`src/rtl/lfsr_deser.sv`:
```
// Serial-to-parallel deserializer for an upstream LFSR bit stream, LSB-first,
// with a DEPTH-entry output FIFO, frame-abort and overflow pulses.
module lfsr_deser #(
  parameter int unsigned WIDTH = 8,
  parameter int unsigned DEPTH = 4
) (
  input  logic                     clk,
  input  logic                     rst_n,
  input  logic                     ser_in,
  input  logic                     ser_valid,
  input  logic                     out_ready,
  output logic [WIDTH-1:0]         word_out,
  output logic                     word_valid,
  output logic                     frame_err,
  output logic                     overflow,
  output logic [$clog2(DEPTH):0]   fifo_count
);

  localparam int unsigned CW = (WIDTH > 1) ? $clog2(WIDTH) : 1;
  localparam int unsigned AW = $clog2(DEPTH);
  localparam logic [CW-1:0] LastBit = CW'(WIDTH - 1);
  localparam logic [AW:0]   Full    = (AW + 1)'(DEPTH);

  typedef enum logic [0:0] {StIdle, StShift} state_e;

  state_e           state_q;
  logic [CW-1:0]    cnt_q;
  logic [WIDTH-1:0] sreg_q;
  logic [WIDTH-1:0] mem [DEPTH];
  logic [AW-1:0]    wr_ptr_q, rd_ptr_q;
  logic [AW:0]      count_q;
  logic             frame_err_q, overflow_q;

  logic [WIDTH-1:0] word_next;
  logic             push, pop, full, wr_en;

  always_comb begin
    word_next         = sreg_q;
    word_next[cnt_q]  = ser_in;
    // Counter is only non-zero in StShift, so this covers both states.
    push              = ser_valid && (cnt_q == LastBit);
    pop               = (count_q != '0) && out_ready;
    full              = (count_q == Full);
    wr_en             = push && (!full || pop);
  end

  always_ff @(posedge clk or negedge rst_n) begin
    if (!rst_n) begin
      state_q     <= StIdle;
      cnt_q       <= '0;
      sreg_q      <= '0;
      wr_ptr_q    <= '0;
      rd_ptr_q    <= '0;
      count_q     <= '0;
      frame_err_q <= 1'b0;
      overflow_q  <= 1'b0;
    end else begin
      frame_err_q <= 1'b0;
      overflow_q  <= push && full && !pop;

      unique case (state_q)
        StIdle: begin
          if (ser_valid) begin
            if (push) begin
              sreg_q <= '0;
              cnt_q  <= '0;
            end else begin
              sreg_q  <= word_next;
              cnt_q   <= CW'(1);
              state_q <= StShift;
            end
          end
        end
        StShift: begin
          if (ser_valid) begin
            if (push) begin
              sreg_q  <= '0;
              cnt_q   <= '0;
              state_q <= StIdle;
            end else begin
              sreg_q <= word_next;
              cnt_q  <= cnt_q + CW'(1);
            end
          end else begin
            sreg_q      <= '0;
            cnt_q       <= '0;
            frame_err_q <= 1'b1;
            state_q     <= StIdle;
          end
        end
      endcase

      if (wr_en) wr_ptr_q <= wr_ptr_q + AW'(1);
      if (pop)   rd_ptr_q <= rd_ptr_q + AW'(1);
      case ({wr_en, pop})
        2'b10:   count_q <= count_q + (AW + 1)'(1);
        2'b01:   count_q <= count_q - (AW + 1)'(1);
        default: count_q <= count_q;
      endcase
    end
  end

  // Storage needs no reset: the head is masked whenever the FIFO is empty.
  always_ff @(posedge clk) begin
    if (wr_en) mem[wr_ptr_q] <= word_next;
  end

  assign word_valid = (count_q != '0);
  assign word_out   = word_valid ? mem[rd_ptr_q] : '0;
  assign fifo_count = count_q;
  assign frame_err  = frame_err_q;
  assign overflow   = overflow_q;

endmodule

```
`config.mk`:
```
export PLATFORM = sky130hd
export DESIGN_NAME = lfsr_deser
export DESIGN_NICKNAME = d
export VERILOG_FILES = /design/src/rtl/lfsr_deser.sv
export SDC_FILE = /design/constraint.sdc
export NUM_CORES = 1
export LEC_CHECK = 0
export ABC_AREA = 1
export CORE_ASPECT_RATIO = 1.25
export CORE_UTILIZATION = 35
export CTS_CLUSTER_SIZE = 25
export DETAILED_ROUTE_END_ITERATION = 8
export GPL_TIMING_DRIVEN = 0
export PLACE_DENSITY = 0.61
export SLEW_MARGIN = 10
export SYNTH_ARGS = -nofsm -noshare
export SYNTH_HDL_FRONTEND = slang
export SYNTH_SLANG_ARGS = --single-unit
```
`constraint.sdc`:
```
create_clock -name clk -period 4.98 [get_ports clk]
set_input_delay 1.494 -clock clk [delete_from_list [all_inputs] [get_ports clk]]
set_output_delay 1.494 -clock clk [all_outputs]
set_load 0.01 [all_outputs]
```
==> results.yml <==
floorplanning:
  rows: 33
  dieWidth_um: 76.3
  start_util: 0.366
  core_um2: 6610
  die_area_um2: 7240
  die_h_um: 94.9
  io_pins: 19
drt:
  vias: 1632
  drt_first_iter_violations: 108
  drt-total-wl_um: 4390
  ant_nets: 0
  viasPerCell: 4.69
  post_drt_wl_per_cell_um: 12.6
  remaining_drc_errors: 0
  first_pass_iters: 4
power_and_ir_drop:
  clkPwrFrac: 0.185
  intPower_uw: 845
  ir_drop_mv: 0.151
  powerDensity_nw_per_um2: 467
  switching_share: 0.355
  power_leakage_nw: 1.17
  p_seq_frac: 0.407
  combPwrFrac: 0.407
  switchingPower_uw: 464
  total_power_mw: 1.31
cts:
  clock-sinks: 53
  tritoncts: "done"
  clk_path_buf_depth: 2
  cts_made_buffers: 5
  cts_max_level: 2
  clkTransAtPathRegs_ns: 0.09
  cts_resized: 0
  postCtsSetupRepairBufs: 0
  clkLatencyLatePin_ns: 0.30
  ctsHoldBuffers: 0
  clockRootBuffer: "clkbuf_8"
sta:
  setup_viol: 0
  setup_tns_ns: 0
  final.min_clock_period_ns: 3.56
  relSlewSlack: 0.334
  max_freq_mhz: 281
  holdWs_ns: 0.489
  tightest_slew_ns: 0.996
  rsz0062_at_grt: "false"
  hold_violations: 0
  period_share: 0.715
  maxSlewViolCount: 0
  fin_skew_ns: 0.0100
cells_and_area:
  diodes: 0
  drive_gt1_frac: 0.0996
  fin_nets: 272
  area_growth_syn_to_layout_pct: 15.8
  final_cells: 348
synth:
  synth_edf_count: 32
  ys_ff_latch: 53
  syn_area_um2: 2420
  syn_area_per_cell_um2: 10.3
  yosysMostFrequentCell: "nor2_1"
  yosysWarnings: 0
  synthFlopType: "edfxtp_1"
  seq_area_frac_synth: 0.615
  async_flop_share: 0.396
  synth_area_leaders: "edfxtp_1, dfrtp_1, nor2_1, inv_1, nand2_1"
  synth_cells: 235
  netlist_top_cells_count: "nor2_1, edfxtp_1, inv_1, nand2_1, dfrtp_1"
  yosysTopAreaCell: "edfxtp_1"
  synth.top_cell.area_share: 0.398
  ys_types: 29
  syn_nets: 247
global_route:
  antenna_found_initial: 0
  grt_pass1_vias: 1650
  grt_pass1_wl_um: 7870
  grt_max_degree: 22
  grt_usage: 0.141
  grt.overflow.total: 0
critical_path:
  critical_path_arrival_ns: 2.07
  crit_fanout: 10
  cp_num_buf_inv: 4
  r2r_cells: 6
  end_kind: "output port"
  crit_slowest_cell: "clkdlybuf4s50_1"
  start_kind: "flip-flop"
  required_ns: 3.49
  worstSetupPathType: "flip-flop to output port"
  path_depth: 6
  critPathTopFamily: "buffers and inverters"
  path_cells: "buf_4 > inv_2 > clkbuf_2 > o21ai_0 > a21oi_1 > clkdlybuf4s50_1"
  crit_path_max_incr_delay_ns: 0.56
outcome:
  status: "completed"
hold_path:
  holdPathStages: 2
  min_path_type: "flip-flop to flip-flop"
place:
  gp_congestion: 0.793
  dp_cells: 340
  port_buffers: 18
  hpwl_um: 3190
flow_run:
  maxCapViolCount: 0
## area by class of cell
type	instances	area [um^2]
Fill cell	659	3810
Sequential cell	53	1490
Multi-Input combinational cell	145	773
Timing Repair Buffer	18	180
Inverter	31	123
Tap cell	87	109
Clock buffer	5	68.8
Buffer	6	35.0
Clock inverter	3	25.0
## through the flow
step | cell area [um^2] | util | worst slack [ns]
4_1_cts | 2800 | 0.424 | 1.35
6_report | 2800 | 0.424 | 1.42
3_5_place_dp | 2710 | 0.410 | 1.51
3_3_place_gp | 2710 | 0.410 | 1.53
5_1_grt | 2800 | 0.424 | 1.29
2_1_floorplan | 2420 | - | 2.40
## tightest hold or removal path: cells and delay by family, from the launching register on
family,cells,cell delay (ns)
DFF,1,0.35
and+or+nand+nor,2,0.11
## flip-flops by register name, indices dropped and copies added (netlist names)
register / cells
rd_ptr_q: 2
overflow: 1
frame_err: 1
mem: 32
state_q: 1
wr_ptr_q: 2
cnt_q: 3
fifo_count: 3
sreg_q: 8
## placed cells by master, fill, tap and decap left out
cell type	n
buf_2	3
o21ai_1	6
clkbuf_8	5
edfxtp_1	32
dfrtp_1	21
nand2_2	1
inv_2	3
fa_1	1
a31oi_1	2
o21ai_0	19
or2_1	1
ha_1	6
clkdlybuf4s50_1	18
nand3_2	1
nor2_1	42
a21oi_1	11
o21a_1	5
nand2_4	3
nor2_4	1
clkbuf_2	1
xor2_2	1
nand3_1	13
clkinv_4	2
o22ai_1	1
inv_6	1
nand4_1	2
a22oi_1	1
xor2_1	2
clkinv_2	1
clkinvlp_4	1
nand2_1	26
buf_4	2
inv_1	26
## cells by family after synthesis
group,count (synthesis),share of synthesized area
and+or+nand+nor,90,0.166
buffers and inverters,37,0.0652
DFF,53,0.615
adders and majority gates,7,0.0393
xor gates and xnor gates,3,0.0140
AOI/OAI and AO/OA,45,0.101
## routing by layer
metal | vias up | share of wire | track usage
met5 | - | 0 | 0
met4 | 0 | 0.019 | 0.0561
met3 | 8 | 0.025 | 0.0280
met2 | 22 | 0.53 | 0.248
met1 | 774 | 0.43 | 0.170
li1 | 828 | - | -
## worst paths after layout
path	from	slack (ns)	to
min	sreg_q[0]	0.49	sreg_q[0]
max	rd_ptr_q[0]	1.42	word_out[5]
min in group asynchronous	rst_n	1.73	frame_err
max reg2reg	cnt_q[1]	2.82	mem[0][7]
max in group asynchronous	rst_n	2.64	rd_ptr_q[0]
min reg2reg	sreg_q[0]	0.49	sreg_q[0]
## power groups by stage
stage	Sequential (mW)	Combinational (mW)	Clock, mW
after detailed placement	0.543	0.541	0
after global placement	0.542	0.533	0
after global routing	0.540	0.600	0.271
after floorplan	0.545	0.316	0
after CTS	0.534	0.541	0.252
final	0.533	0.533	0.243
Power figures use the tool's default switching activity.
